### src/rtl/clk_gen_ctrl.sv
// ---------------------------------------------------------------------------
// clk_gen_ctrl
//   Run/pause and rate controller for the clock_gen divider of the 0-99
//   counter. It owns clock_gen's clear and bit-select. Every select change
//   is made while the divider is held clear, so the change cannot glitch.
//   The selected divider bit is turned into a one-cycle tick enable for the
//   BCD counter stage.
//
// Ports
//   fsys         in   system clock, all logic on posedge
//   rst_n        in   synchronous reset, active-low
//   run          in   level: 1 = count, 0 = pause
//   rate_up      in   1-cycle pulse: faster (select - 1)
//   rate_dn      in   1-cycle pulse: slower (select + 1)
//   clk_gen_out  in   selected divider bit from clock_gen
//   clk_gen_rst  out  active-high clear to clock_gen (registered)
//   clk_gen_sc   out  bit select to clock_gen (registered)
//   tick         out  1-cycle count enable (registered)
//   busy         out  high while in RESYNC
//   running      out  high in RUN or RESYNC
//   dbg_state_o  out  current FSM state (PAUSE=0, RUN=1, RESYNC=2)
//
// Handshake: there is no valid/ready pair. rate_up and rate_dn are
// fire-and-forget single-cycle pulses. A pulse that cannot be applied in
// the cycle it arrives is dropped, not queued.
// ---------------------------------------------------------------------------
module clk_gen_ctrl #(
  parameter int SIZE       = 32,
  parameter int SC_MIN     = 20,
  parameter int SC_MAX     = 31,
  parameter int SC_DEFAULT = 26
) (
  input  logic                    fsys,
  input  logic                    rst_n,
  input  logic                    run,
  input  logic                    rate_up,
  input  logic                    rate_dn,
  input  logic                    clk_gen_out,
  output logic                    clk_gen_rst,
  output logic [$clog2(SIZE)-1:0] clk_gen_sc,
  output logic                    tick,
  output logic                    busy,
  output logic                    running,
  output logic [1:0]              dbg_state_o
);

  localparam int SCW = $clog2(SIZE);
  localparam logic [SCW-1:0] SC_MIN_W = SCW'(SC_MIN);
  localparam logic [SCW-1:0] SC_MAX_W = SCW'(SC_MAX);
  localparam logic [SCW-1:0] SC_DEF_W = SCW'(SC_DEFAULT);

  typedef enum logic [1:0] {
    PAUSE  = 2'd0,
    RUN    = 2'd1,
    RESYNC = 2'd2
  } state_e;

  state_e           state_q, state_d;
  logic [SCW-1:0]   sc_q, sc_d;
  logic             gen_rst_q, gen_rst_d;
  logic             tick_q, tick_d;
  logic             prev_q, prev_d;

  // A rate request is only actionable when exactly one button fired and the
  // select is not already at the limit in that direction.
  logic             up_ok;
  logic             dn_ok;
  logic             sc_can_step;
  logic [SCW-1:0]   sc_step;

  assign up_ok       = rate_up & ~rate_dn & (sc_q > SC_MIN_W);
  assign dn_ok       = rate_dn & ~rate_up & (sc_q < SC_MAX_W);
  assign sc_can_step = up_ok | dn_ok;
  assign sc_step     = up_ok ? (sc_q - SCW'(1)) : (sc_q + SCW'(1));

  // -------------------------------------------------------------------------
  // State register and registered outputs
  // -------------------------------------------------------------------------
  always_ff @(posedge fsys) begin
    if (!rst_n) begin
      state_q   <= PAUSE;
      sc_q      <= SC_DEF_W;
      gen_rst_q <= 1'b1;
      tick_q    <= 1'b0;
      prev_q    <= 1'b0;
    end else begin
      state_q   <= state_d;
      sc_q      <= sc_d;
      gen_rst_q <= gen_rst_d;
      tick_q    <= tick_d;
      prev_q    <= prev_d;
    end
  end

  // -------------------------------------------------------------------------
  // Next-state logic
  // -------------------------------------------------------------------------
  always_comb begin
    state_d = state_q;
    sc_d    = sc_q;
    case (state_q)
      PAUSE: begin
        // If a rate step and run arrive in the same cycle, the step is
        // applied and we stay paused one more cycle. That way the select
        // never moves on the edge where the divider clear is released.
        // run is a level, so RUN follows on the next cycle.
        if (sc_can_step) begin
          sc_d = sc_step;
        end else if (run) begin
          state_d = RUN;
        end
      end
      RUN: begin
        if (!run) begin
          state_d = PAUSE;
        end else if (sc_can_step) begin
          sc_d    = sc_step;
          state_d = RESYNC;
        end
      end
      RESYNC: begin
        state_d = run ? RUN : PAUSE;
      end
      default: begin
        state_d = PAUSE;
      end
    endcase
  end

  // -------------------------------------------------------------------------
  // Output logic
  // -------------------------------------------------------------------------
  always_comb begin
    busy      = (state_q == RESYNC);
    running   = (state_q != PAUSE);
    // The clear is low only in RUN. Deriving it from state_d makes it rise
    // on the same edge the select changes, and fall one edge after the
    // last change.
    gen_rst_d = (state_d != RUN);
    prev_d    = prev_q;
    if (gen_rst_q) begin
      prev_d = 1'b0;
    end else if (state_q == RUN) begin
      prev_d = clk_gen_out;
    end
    tick_d = (state_q == RUN) & clk_gen_out & ~prev_q & ~gen_rst_q;
  end

  assign clk_gen_rst = gen_rst_q;
  assign clk_gen_sc  = sc_q;
  assign tick        = tick_q;
  assign dbg_state_o = state_q;

endmodule

### config.mk
export PLATFORM = sky130hd
export DESIGN_NAME = clk_gen_ctrl
export DESIGN_NICKNAME = d
export VERILOG_FILES = /design/src/rtl/clk_gen_ctrl.sv
export SDC_FILE = /design/constraint.sdc
export NUM_CORES = 1
export LEC_CHECK = 0
export CAP_MARGIN = 20
export CORE_MARGIN = 1
export CORE_UTILIZATION = 26
export DETAILED_ROUTE_END_ITERATION = 7
export SLEW_MARGIN = 15
export SYNTH_ARGS = -nofsm -noshare
export SYNTH_HDL_FRONTEND = slang
export SYNTH_SLANG_ARGS = --single-unit
### constraint.sdc
create_clock -name fsys -period 2.3 [get_ports fsys]
set_input_delay 0.46 -clock fsys [delete_from_list [all_inputs] [get_ports fsys]]
set_output_delay 0.46 -clock fsys [all_outputs]
set_load 0.05 [all_outputs]
Word-level counts from Yosys, hierarchy flattened
Index checks and enable logic that the tools add are counted.
{"block": "totals", "ff_bits": 10}
{"block": "op_classes", "n_eq_ne": 4, "bitwise_logic": 13, "magnitude_cmp": 2, "addsub": 2, "n_reduce_logical": 5, "mux": 10}
{"operator": "2-to-1 mux 5 bit", "n": 3}
{"operator": "case mux 5 bit (2 select lines)", "n": 1}
{"operator": "2-to-1 mux 2 bit", "n": 4}
{"operator": "bitwise AND 1 bit", "n": 7}
{"operator": "case mux 2 bit (3 select lines)", "n": 1}
{"operator": "adder 5 x 1 -> 5 bit, second input constant", "n": 1}
{"operator": "greater-than comparator 5 bit, second input constant", "n": 1}
{"operator": "< comparator 5 bit, second input constant", "n": 1}
{"operator": "NOT 1 bit", "n": 5}
{"operator": "subtractor 5 x 1 -> 5 bit, second input constant", "n": 1}
{"operator": "nonzero test 2 bit", "n": 2}
{"operator": "equality test 2 x 1 -> 1 bit, second input constant", "n": 1}
{"operator": "equality test 2 bit, second input constant", "n": 1}
{"operator": "logical NOT 2 bit", "n": 1}
{"operator": "!= test 2 x 1 -> 1 bit, second input constant", "n": 1}
{"operator": "!= test 2 bit, second input constant", "n": 1}
{"operator": "AND reduction 2 bit", "n": 1}
{"operator": "OR reduction 2 bit", "n": 1}
{"operator": "2-to-1 mux 1 bit", "n": 1}
{"operator": "OR 1 bit", "n": 1}

Depth between registers and ports, before layout
{"block": "depth", "ltp_word": 8, "mapped_depth": 9, "depth_no_buf": 9}

Worst setup path after synthesis
No wires, ideal clock.
{"block": "synth_timing", "path_type": "reg-to-reg", "start": "reg sc_q[1] (netlist: clk_gen_sc[1])", "end": "reg sc_q[4] (netlist: clk_gen_sc[4])", "t_arrival_ns": 2.327, "path_stages_with_launch": 10, "required_time_ns": 2.177, "slack_ns": -0.151, "synth_period_minus_slack_ns": 2.451, "path_cell_list": "dfxtp_1 > o21a_1 > o2111a_2 > inv_1 > fa_1 > nand2b_1 > a21oi_1 > mux2i_1 > nor3_1 > nand3b_1"}
{"block": "synth_between", "elab_chain_cells": 6, "elab_cells_between_ends": 11, "cone_classes": "add/sub (2); order compare (2); mux (4); bitwise (3)"}
{"element": "from (decl)", "line": "59", "source": "logic [SCW-1:0] sc_q, sc_d;"}
{"element": "from (signal assigned)", "line": "82", "source": "sc_q <= SC_DEF_W;"}
{"element": "from (signal assigned)", "line": "88", "source": "sc_q <= sc_d;"}
{"element": "greater-than comparator 5 bit or < comparator 5 bit (tied branches)", "line": "71, 72"}
{"element": "bitwise AND 1 bit (on tied branches)", "line": "71, 72"}
{"element": "2-to-1 mux 5 bit or OR 1 bit (tied branches)", "line": "74, 73"}
{"element": "2-to-1 mux 5 bit *", "line": "107, 116"}
{"element": "2-to-1 mux 5 bit", "line": "114", "source": "if (!run) begin"}
{"element": "case mux 5 bit (2 select lines) *", "line": "101", "source": "case (state_q)"}
Every way passes the cells marked *; elsewhere a longest branch is shown, timed or not. The select of a mux whose other input is x is not followed.
A chain may end at the register's enable or synchronous reset.

Worst setup path in the final report
{"block": "layout_timing", "start": "in rate_up", "end": "reg sc_q[4] (netlist: clk_gen_sc[4])"}
{"block": "layout_between", "elab_chain_cells": 7, "elab_cells_between_ends": 10, "cone_classes": "mux (4); bitwise (6)"}
{"element": "from (decl)", "line": "36", "source": "input logic rate_up,"}
{"element": "NOT 1 bit", "line": "72", "source": "assign dn_ok = rate_dn & ~rate_up & (sc_q < SC_MAX_W);"}
{"element": "bitwise AND 1 bit (2 in series)", "line": "72"}
{"element": "OR 1 bit", "line": "73", "source": "assign sc_can_step = up_ok | dn_ok;"}
{"element": "2-to-1 mux 5 bit *", "line": "107, 116"}
{"element": "2-to-1 mux 5 bit", "line": "114"}
{"element": "case mux 5 bit (2 select lines) *", "line": "101"}
Marks and branches as above.

==> flow_metrics.tcl <==
set metrics [dict create \
    yosysUniqueCellTypes 26 \
    core_um2 2000 \
    hold_path_class "reg2reg" \
    vias 507 \
    synth-seq-cells 10 \
    tightest_slew_ns 0.503 \
    fill_cells 211 \
    antenna_cells 0 \
    reg2reg_slack_ns 0.30 \
    grt_pass1_wl_um 2050 \
    place_ws_ns -0.163 \
    nets 97 \
    critical_path_buf_inv_count 2 \
    areaGrowthSynthToFinish_pct 50.8 \
    powerDensity_nw_per_um2 773 \
    cp.required_ns 2.44 \
    power.leakage_nw 0.355 \
    min_period_over_period_pct 93.3 \
    insertion_delay_ns 0.26 \
    cp_top_family "buffers and inverters" \
    arrival_ns 2.29 \
    finalSetupViolCount 0 \
    grt_use_met2_pct 18.1 \
    initial_core_util_pct 28.1 \
    setup-tns-final_ns 0 \
    gp_congestion 0.707 \
    cp_slowest_cell "clkdlybuf4s50_1" \
    crit_path_cell_trace "clkdlybuf4s50_1 > o2111a_2 > inv_1 > fa_1 > nand2b_1 > a21oi_2 > mux2i_1 > nor3_1 > nand3b_1" \
    maxCapViolations 0 \
    cts_resized 0 \
    syn_nets 70 \
    overflow 0 \
    io_pins 17 \
    tritoncts "yes" \
    yosysMostFrequentCell "dfxtp_1" \
    via_per_inst 4.49 \
    antenna_found_initial 0 \
    place_hpwl_um 913 \
    status "complete, no violations" \
    wl_um 1170 \
    grt_setup_unrepaired "false" \
    slowest_delay_ns 0.48 \
    cts-buffers-inserted 3 \
    ys_seq_area_share_pct 35.6 \
    die_area_um2 2350 \
    path_max_fanout 2 \
    async_reset_ff_share_pct 0 \
    synth_top_area_cell "dfxtp_1" \
    hold_violations 0 \
    antenna_left 0 \
    ctsLongestPathBuffers 2 \
    drive_gt1_share_pct 24.4 \
    synth_top_area_share_pct 35.6 \
    layout_setup_ws_ns 0.153 \
    worst-setup-path-type "in2reg" \
    irDropWorstVdd_uv 337 \
    clkSlewWorstSetupHoldPaths_ns 0.07 \
    track_usage_pct 11.8 \
    clock-sinks 10 \
    syn-cell-area_um2 562 \
    first_pass_iters 4 \
    cts_hold_buf 0 \
    ys_top_cells_by_area "dfxtp_1, ha_1, mux2i_1" \
    grtUsageMet3_pct 5.97 \
    grt_max_degree 9 \
    htreeDepth 1 \
    synth_cells 60 \
    maxSlewHeadroom_pct 66.4 \
    fin_crit_ns 2.15 \
    rows 16 \
    grt-busiest-layer "met2" \
    ctsRootBufferMaster "clkbuf_4" \
    drtIter0Drc 9 \
    drc 0 \
    chipHeight_um 48.5 \
    avgRoutedWirePerCell_um 10.4 \
    start_kind "input port" \
    synth_commonest_cells "dfxtp_1, inv_1, nand2_1, nor2_1" \
    avgSynthCellArea_um2 9.36 \
    post-cts-setup-buffers 0 \
    io_buffer_count 16 \
    synth_ff_type "dfxtp_1" \
    fmax_mhz 466 \
    grt_pass1_vias 468 \
    yosys_warnings 0 \
    grt_use_met1_pct 14.0 \
    end_kind "flop" \
    die_w_um 48.5 \
    maxSlewViolCount 0 \
    finClkSkew_ns 0.000705 \
    synth-edff-count 0 \
]
==> cell type report <==
class | instances | area [um^2] | share of cell area (%)
multi-input cells | 43 | 339 | 40.0
flip-flops and latches | 10 | 206 | 24.4
inverters | 7 | 26.3 | 3.10
well taps | 27 | 33.8 | 3.99
clock buffers | 4 | 36.3 | 4.28
repair buffers | 22 | 205 | 24.2
==> metrics by stage <==
stage / cell area (um^2) / utilization (%) / total power [mW] / hold slack (ns) / instances
CTS: 843 / 42.1 / 0.661 / 0.432 / 113
global route: 847 / 42.3 / 0.698 / 0.459 / 113
floorplan: 568 / - / 0.404 / 0.398 / 60
detailed placement: 807 / 40.3 / 0.501 / 0.420 / 109
global placement: 807 / 40.3 / 0.498 / 0.411 / 109
finish: 847 / 42.3 / 0.655 / 0.427 / 113
==> final timing paths <==
path	from	to	cells after the start
max	rate_up	clk_gen_sc[4]	9
min	prev_q	tick	1
min reg2reg	prev_q	tick	1
max reg2reg	clk_gen_sc[0]	clk_gen_sc[4]	9
==> power breakdown <==
group          internal [mW]  switching, mW  leakage (nW)  total, mW
sequential             0.196         0.0282        0.0818      0.224
clock                 0.0961         0.0605        0.0210      0.157
combinational          0.126          0.148         0.252      0.274
==> flip-flops by register name (all words and copies together), names as in the netlist <==
| signal | count |
|---|---|
| dbg_state_o | 2 |
| tick | 1 |
| prev_q | 1 |
| clk_gen_sc | 5 |
| clk_gen_rst | 1 |
==> cells in the final DEF (no fill, tap or decap), types with 3 or more instances in the layout <==
cell,Yosys,layout
clkdlybuf4s50_1,0,16
inv_1,7,7
buf_4,0,6
nand2_1,5,5
nor2_1,5,5
dfxtp_1,10,5
dfxtp_2,0,5
mux2i_1,3,3
ha_1,3,3
clkbuf_4,0,3
==> per-layer routing <==
metal	part of all wire (%)	routed length, um
met1	48	564
met2	45	522
met3	6.1	71
met4	1.1	13
met5	0	0
==> cell families (layout without fill, tap and decap cells) <==
kind of cell | after synthesis | in the layout | synth area share [%]
xor+xnor | 3 | 3 | 4.68
buf+inv | 7 | 33 | 4.68
fa+ha+maj | 4 | 4 | 10.2
flops | 10 | 10 | 35.6
simple gates | 21 | 21 | 18.7
mux | 3 | 3 | 5.35
compound gates | 12 | 12 | 20.7
No activity file was read; power rests on OpenSTA's default activity.
